$ cat src/rtl/boot_copier.sv
// Boot ROM to RAM copy sequencer: holds the CPU in reset while LENGTH bytes are
// copied from the boot ROM into RAM starting at DEST_BASE, then releases it.
//   state | meaning
//   IDLE  | waiting for start after reset, CPU held in reset
//   FETCH | rom_addr = count is stable, capture the ROM byte into the write regs
//   WRITE | ram_wr held with stable address/data until acknowledged
//   DONE  | copy finished, CPU released, start re-runs the copy
module boot_copier #(
    parameter int          LENGTH    = 275,
    parameter logic [15:0] DEST_BASE = 16'h0000
) (
    input  logic        clk_sys,
    input  logic        reset,
    input  logic        start,
    input  logic        model,
    output logic [8:0]  rom_addr,
    output logic        rom_model,
    input  logic [7:0]  rom_data,
    output logic [15:0] ram_addr,
    output logic [7:0]  ram_din,
    output logic        ram_wr,
    input  logic        ram_ack,
    output logic        cpu_reset,
    output logic        busy,
    output logic        done
);

    typedef enum logic [1:0] {
        IDLE  = 2'd0,
        FETCH = 2'd1,
        WRITE = 2'd2,
        DONE  = 2'd3
    } state_t;

    localparam logic [8:0] LAST = 9'(LENGTH - 1);

    state_t      r_state,     w_state;
    logic [8:0]  r_count,     w_count;
    logic [8:0]  r_rom_addr,  w_rom_addr;
    logic        r_rom_model, w_rom_model;
    logic [15:0] r_ram_addr,  w_ram_addr;
    logic [7:0]  r_ram_din,   w_ram_din;
    logic        r_ram_wr,    w_ram_wr;
    logic        r_cpu_reset, w_cpu_reset;
    logic        r_busy,      w_busy;
    logic        r_done,      w_done;

    always_ff @(posedge clk_sys or posedge reset) begin
        if (reset) begin
            r_state     <= IDLE;
            r_count     <= '0;
            r_rom_addr  <= '0;
            r_rom_model <= 1'b0;
            r_ram_addr  <= DEST_BASE;
            r_ram_din   <= '0;
            r_ram_wr    <= 1'b0;
            r_cpu_reset <= 1'b1;
            r_busy      <= 1'b0;
            r_done      <= 1'b0;
        end else begin
            r_state     <= w_state;
            r_count     <= w_count;
            r_rom_addr  <= w_rom_addr;
            r_rom_model <= w_rom_model;
            r_ram_addr  <= w_ram_addr;
            r_ram_din   <= w_ram_din;
            r_ram_wr    <= w_ram_wr;
            r_cpu_reset <= w_cpu_reset;
            r_busy      <= w_busy;
            r_done      <= w_done;
        end
    end

    always_comb begin
        w_state     = r_state;
        w_count     = r_count;
        w_rom_addr  = r_rom_addr;
        w_rom_model = r_rom_model;
        w_ram_addr  = r_ram_addr;
        w_ram_din   = r_ram_din;
        w_ram_wr    = r_ram_wr;
        w_cpu_reset = r_cpu_reset;
        w_busy      = r_busy;
        w_done      = r_done;
        case (r_state)
            IDLE, DONE: begin
                // model is latched only here so the ROM image cannot change mid-copy
                if (start) begin
                    w_count     = '0;
                    w_rom_addr  = '0;
                    w_rom_model = model;
                    w_busy      = 1'b1;
                    w_cpu_reset = 1'b1;
                    w_done      = 1'b0;
                    w_state     = FETCH;
                end
            end
            FETCH: begin
                w_ram_din  = rom_data;
                w_ram_addr = DEST_BASE + {7'b0, r_count};
                w_ram_wr   = 1'b1;
                w_state    = WRITE;
            end
            WRITE: begin
                if (r_ram_wr && ram_ack) begin
                    w_ram_wr = 1'b0;
                    if (r_count == LAST) begin
                        w_busy      = 1'b0;
                        w_done      = 1'b1;
                        w_cpu_reset = 1'b0;
                        w_state     = DONE;
                    end else begin
                        w_count    = r_count + 9'd1;
                        w_rom_addr = r_count + 9'd1;
                        w_state    = FETCH;
                    end
                end
            end
            default: w_state = IDLE;
        endcase
    end

    assign rom_addr  = r_rom_addr;
    assign rom_model = r_rom_model;
    assign ram_addr  = r_ram_addr;
    assign ram_din   = r_ram_din;
    assign ram_wr    = r_ram_wr;
    assign cpu_reset = r_cpu_reset;
    assign busy      = r_busy;
    assign done      = r_done;

endmodule

$ cat config.mk
export PLATFORM = sky130hd
export DESIGN_NAME = boot_copier
export DESIGN_NICKNAME = d
export VERILOG_FILES = /design/src/rtl/boot_copier.sv
export SDC_FILE = /design/constraint.sdc
export NUM_CORES = 1
export LEC_CHECK = 0
export ABC_AREA = 0
export BUFFER_PORTS_ARGS = -buffer_cell sky130_fd_sc_hd__buf_2
export CORE_ASPECT_RATIO = 1.2
export CORE_MARGIN = 2
export CORE_UTILIZATION = 40
export CTS_CLUSTER_SIZE = 25
export DETAILED_ROUTE_END_ITERATION = 7
export GPL_TIMING_DRIVEN = 0
export HOLD_SLACK_MARGIN = 0.1
export PLACE_DENSITY = 0.66
export SLEW_MARGIN = 20
export SYNTH_ARGS = -nofsm -noshare
export SYNTH_HDL_FRONTEND = slang
export SYNTH_SLANG_ARGS = --single-unit
$ cat constraint.sdc
create_clock -name clk_sys -period 1.5 [get_ports clk_sys]
set_input_delay 0.15 -clock clk_sys [delete_from_list [all_inputs] [get_ports clk_sys]]
set_output_delay 0.15 -clock clk_sys [all_outputs]
set_load 0.01 [all_outputs]
==> run metrics <==
status finished with violations; failing checks negative setup slack; Die H 73.51 µm; CP arrival 1710 ps; flops & latches, synth 33; Hold Crit Depth 2; worst-skew pair later-pin latency 290 ps; gpl congestion 0.8310; Worst Hold End ram_din[3]; clock slew at reported path FFs 70 ps; Avg Synthesized Cell Area 11.67 µm²; PwrDens 1947 nW/µm²; prevailing post-synth register cell dfrtp_1; final hold violation count 0; Die W 61.92 µm; Hold Slack 107.6 ps; Peak VDD IR 0.9758 mV; Worst path max stage delay 410 ps; vias per cell 4.886; Slew Limit Fails 0; number of diodes 0; max cap viols 0; most common cell after layout, fill and taps aside buf_2; drt wl/cell 14.00 µm; final core utilization 61.12%; endpoints failing setup 8; Yosys cell types 37; CTS H-tree depth 2; # port buffers 43; FF-to-FF path depth 6; pin count of the biggest net entering global routing 34; P_leak 1.184 nW; first-pass GRT wire length 6292 µm; vias in the first global route 1324; r2r endpoint rom_addr[2]; clk sink count 33; number of synthesized flops with an enable pin 0; fmax 652.0 MHz; share of layout cells above drive strength 1 57.08%; final setup margin -33.77 ps; RSZ-0062 raised after global routing true; largest delay contributor family on the critical path compound AO/OA/AOI/OAI gates; drt drc 0; die area 4551 µm²; Rel. slew slack 55.31%; Syn Std Cell Area 1610 µm²; clk_skew 11.32 ps; HP Start rom_data[3]; crit path kind flip-flop to flip-flop; via count 1334; Worst setup EP type flip-flop; crit-path max FO 8; worst-path cell chain ha_4, buf_6, a21bo_4, nand3_4, a21o_4, o22a_1; CP Launch Type flip-flop; Detailed Route Iter0 Violations 26; ys async rst share 100.0%; CP max-delay cell dfrtp_1; HP Class input port to flip-flop; Initial Util 41.18%; Post-Route WL 3821 µm; Buf/Inv on CP 1; R2R setup slack -30 ps; Final Cycle Share 102.3%; area delta synth->final 48.41%; grt ovf 0; Seq/Total Area, Yosys 51.36%; remaining antenna violation count after routing 0; most frequent cells in the layout buf_2 (44), dfrtp_1 (26), buf_4 (21); DP Worst Slack -192.4 ps; Syn Inst Count 138; worst-case clock buffer depth 2; CTS tree done; CTS Buf Count 5; post-detail-place hpwl 2416 µm; Core Footprint 3910 µm²; Post-layout nets 236; # IOs 51; initial antenna violation count 0; Synth Warn # 0; Reg2Reg Launch Point r_state[1]; Root Driver clkbuf_8; min cycle time layout 1534 ps; router iterations before antenna repair 4; GRT Total Usage 19.20%; worst slew pin tran 669.4 ps; CP required 1670 ps; Rows 25
==> metrics by stage <==
stage	instance area (µm²)	std cells	power [W]	setup TNS, ps
after detailed placement	1944	241	0.003306	-2569
final	2390	273	0.004654	-178.6
after global routing	2390	273	0.004981	-722.1
after global placement	1944	241	0.003233	-1614
after CTS	2330	271	0.004531	-77.75
after floorplan	1662	144	0.002718	0
==> worst register-to-register path, delay by kind of cell, from the launching register on <==
family	cells	cell delay [ps]
AO/OA/AOI/OAI	3	620
adder cells (fa/ha/maj)	1	180
AND/OR/NAND/NOR	1	100
flip-flops	1	410
buffers and inverters	1	120
==> per-layer routing <==
metal	wire length [µm]	track usage [%]	vias to the layer above	part of all wire, %
met4	62	8.274	0	1.6
met2	2000	30.76	33	52
met3	171	4.754	7	4.5
met5	0	0	-	0
met1	1586	24.26	656	42
li1	-	-	638	-
==> what timing repair did <==
item / CTS / global route
cloned: 1 / 0
hold endpoints to repair: 40 / 0
setup buffers: 12 / 3
pin swaps: 7 / 7
hold buffers: 9 / 0
resized for setup: 20 / 11
endpoints found under the setup margin: 22 / 21
==> cell type report <==
class | instances | area, µm²
multi-input combinational | 91 | 830.8
timing repair buffer | 68 | 441.7
inverter | 8 | 30.03
buffer | 11 | 91.34
clock buffer | 7 | 86.33
clock inverter | 1 | 7.507
tap | 54 | 67.56
fill | 311 | 1520
sequential | 33 | 834.6
==> cells by family after synthesis <==
group                    share of synthesized area, %
flip-flops                                      51.36
other                                          0.2329
buffers and inverters                           7.071
adder cells (fa/ha/maj)                         3.885
AO/OA/AOI/OAI                                   12.66
multiplexers                                    12.59
AND/OR/NAND/NOR                                 12.20
==> worst max-delay path by stage <==
stage,from,end,slack (ps),depth (start not counted)
floorplan,rom_addr[0],rom_addr[0],6,6
global placement,r_state[1],ram_din[1],-130,5
finish,r_state[1],rom_addr[2],-30,6
global route,r_state[1],rom_addr[3],-80,6
detailed placement,r_state[1],ram_din[3],-190,5
CTS,r_state[1],rom_addr[6],-20,6
==> power by group <==
group	switching (W)	leakage, nW	internal [W]	total, W
Clock	0.000337	0.0445	0.000373	0.000710
Sequential	0.000246	0.411	0.00124	0.00149
Combinational	0.00119	0.729	0.00127	0.00246
==> registers in the layout (all words and copies together), names as in the netlist <==
name and flops:
rom_addr 9, done 1, ram_din 8, ram_wr 1, cpu_reset 1, r_state 2
rom_model 1, ram_addr 9, busy 1
==> synthesized netlist by cell type, types with 2 or more instances <==
cell type	instances	share of area, %
nor3_1	5	1.6
buf_4	7	3.3
inv_1	8	1.9
nand3_1	2	0.62
ha_1	5	3.9
dfrtp_1	32	50
nand2_1	10	2.3
a211oi_2	2	1.6
or3_1	2	0.78
nand3_2	2	1.2
nand4_1	2	0.78
o21ai_0	4	1.2
o211ai_1	2	0.93
a21oi_1	3	0.93
mux2_2	18	13
o22a_1	4	2.2
buf_2	4	1.2
a21o_1	6	2.8
nor2_1	2	0.47
Power figures use the tool's default switching activity.
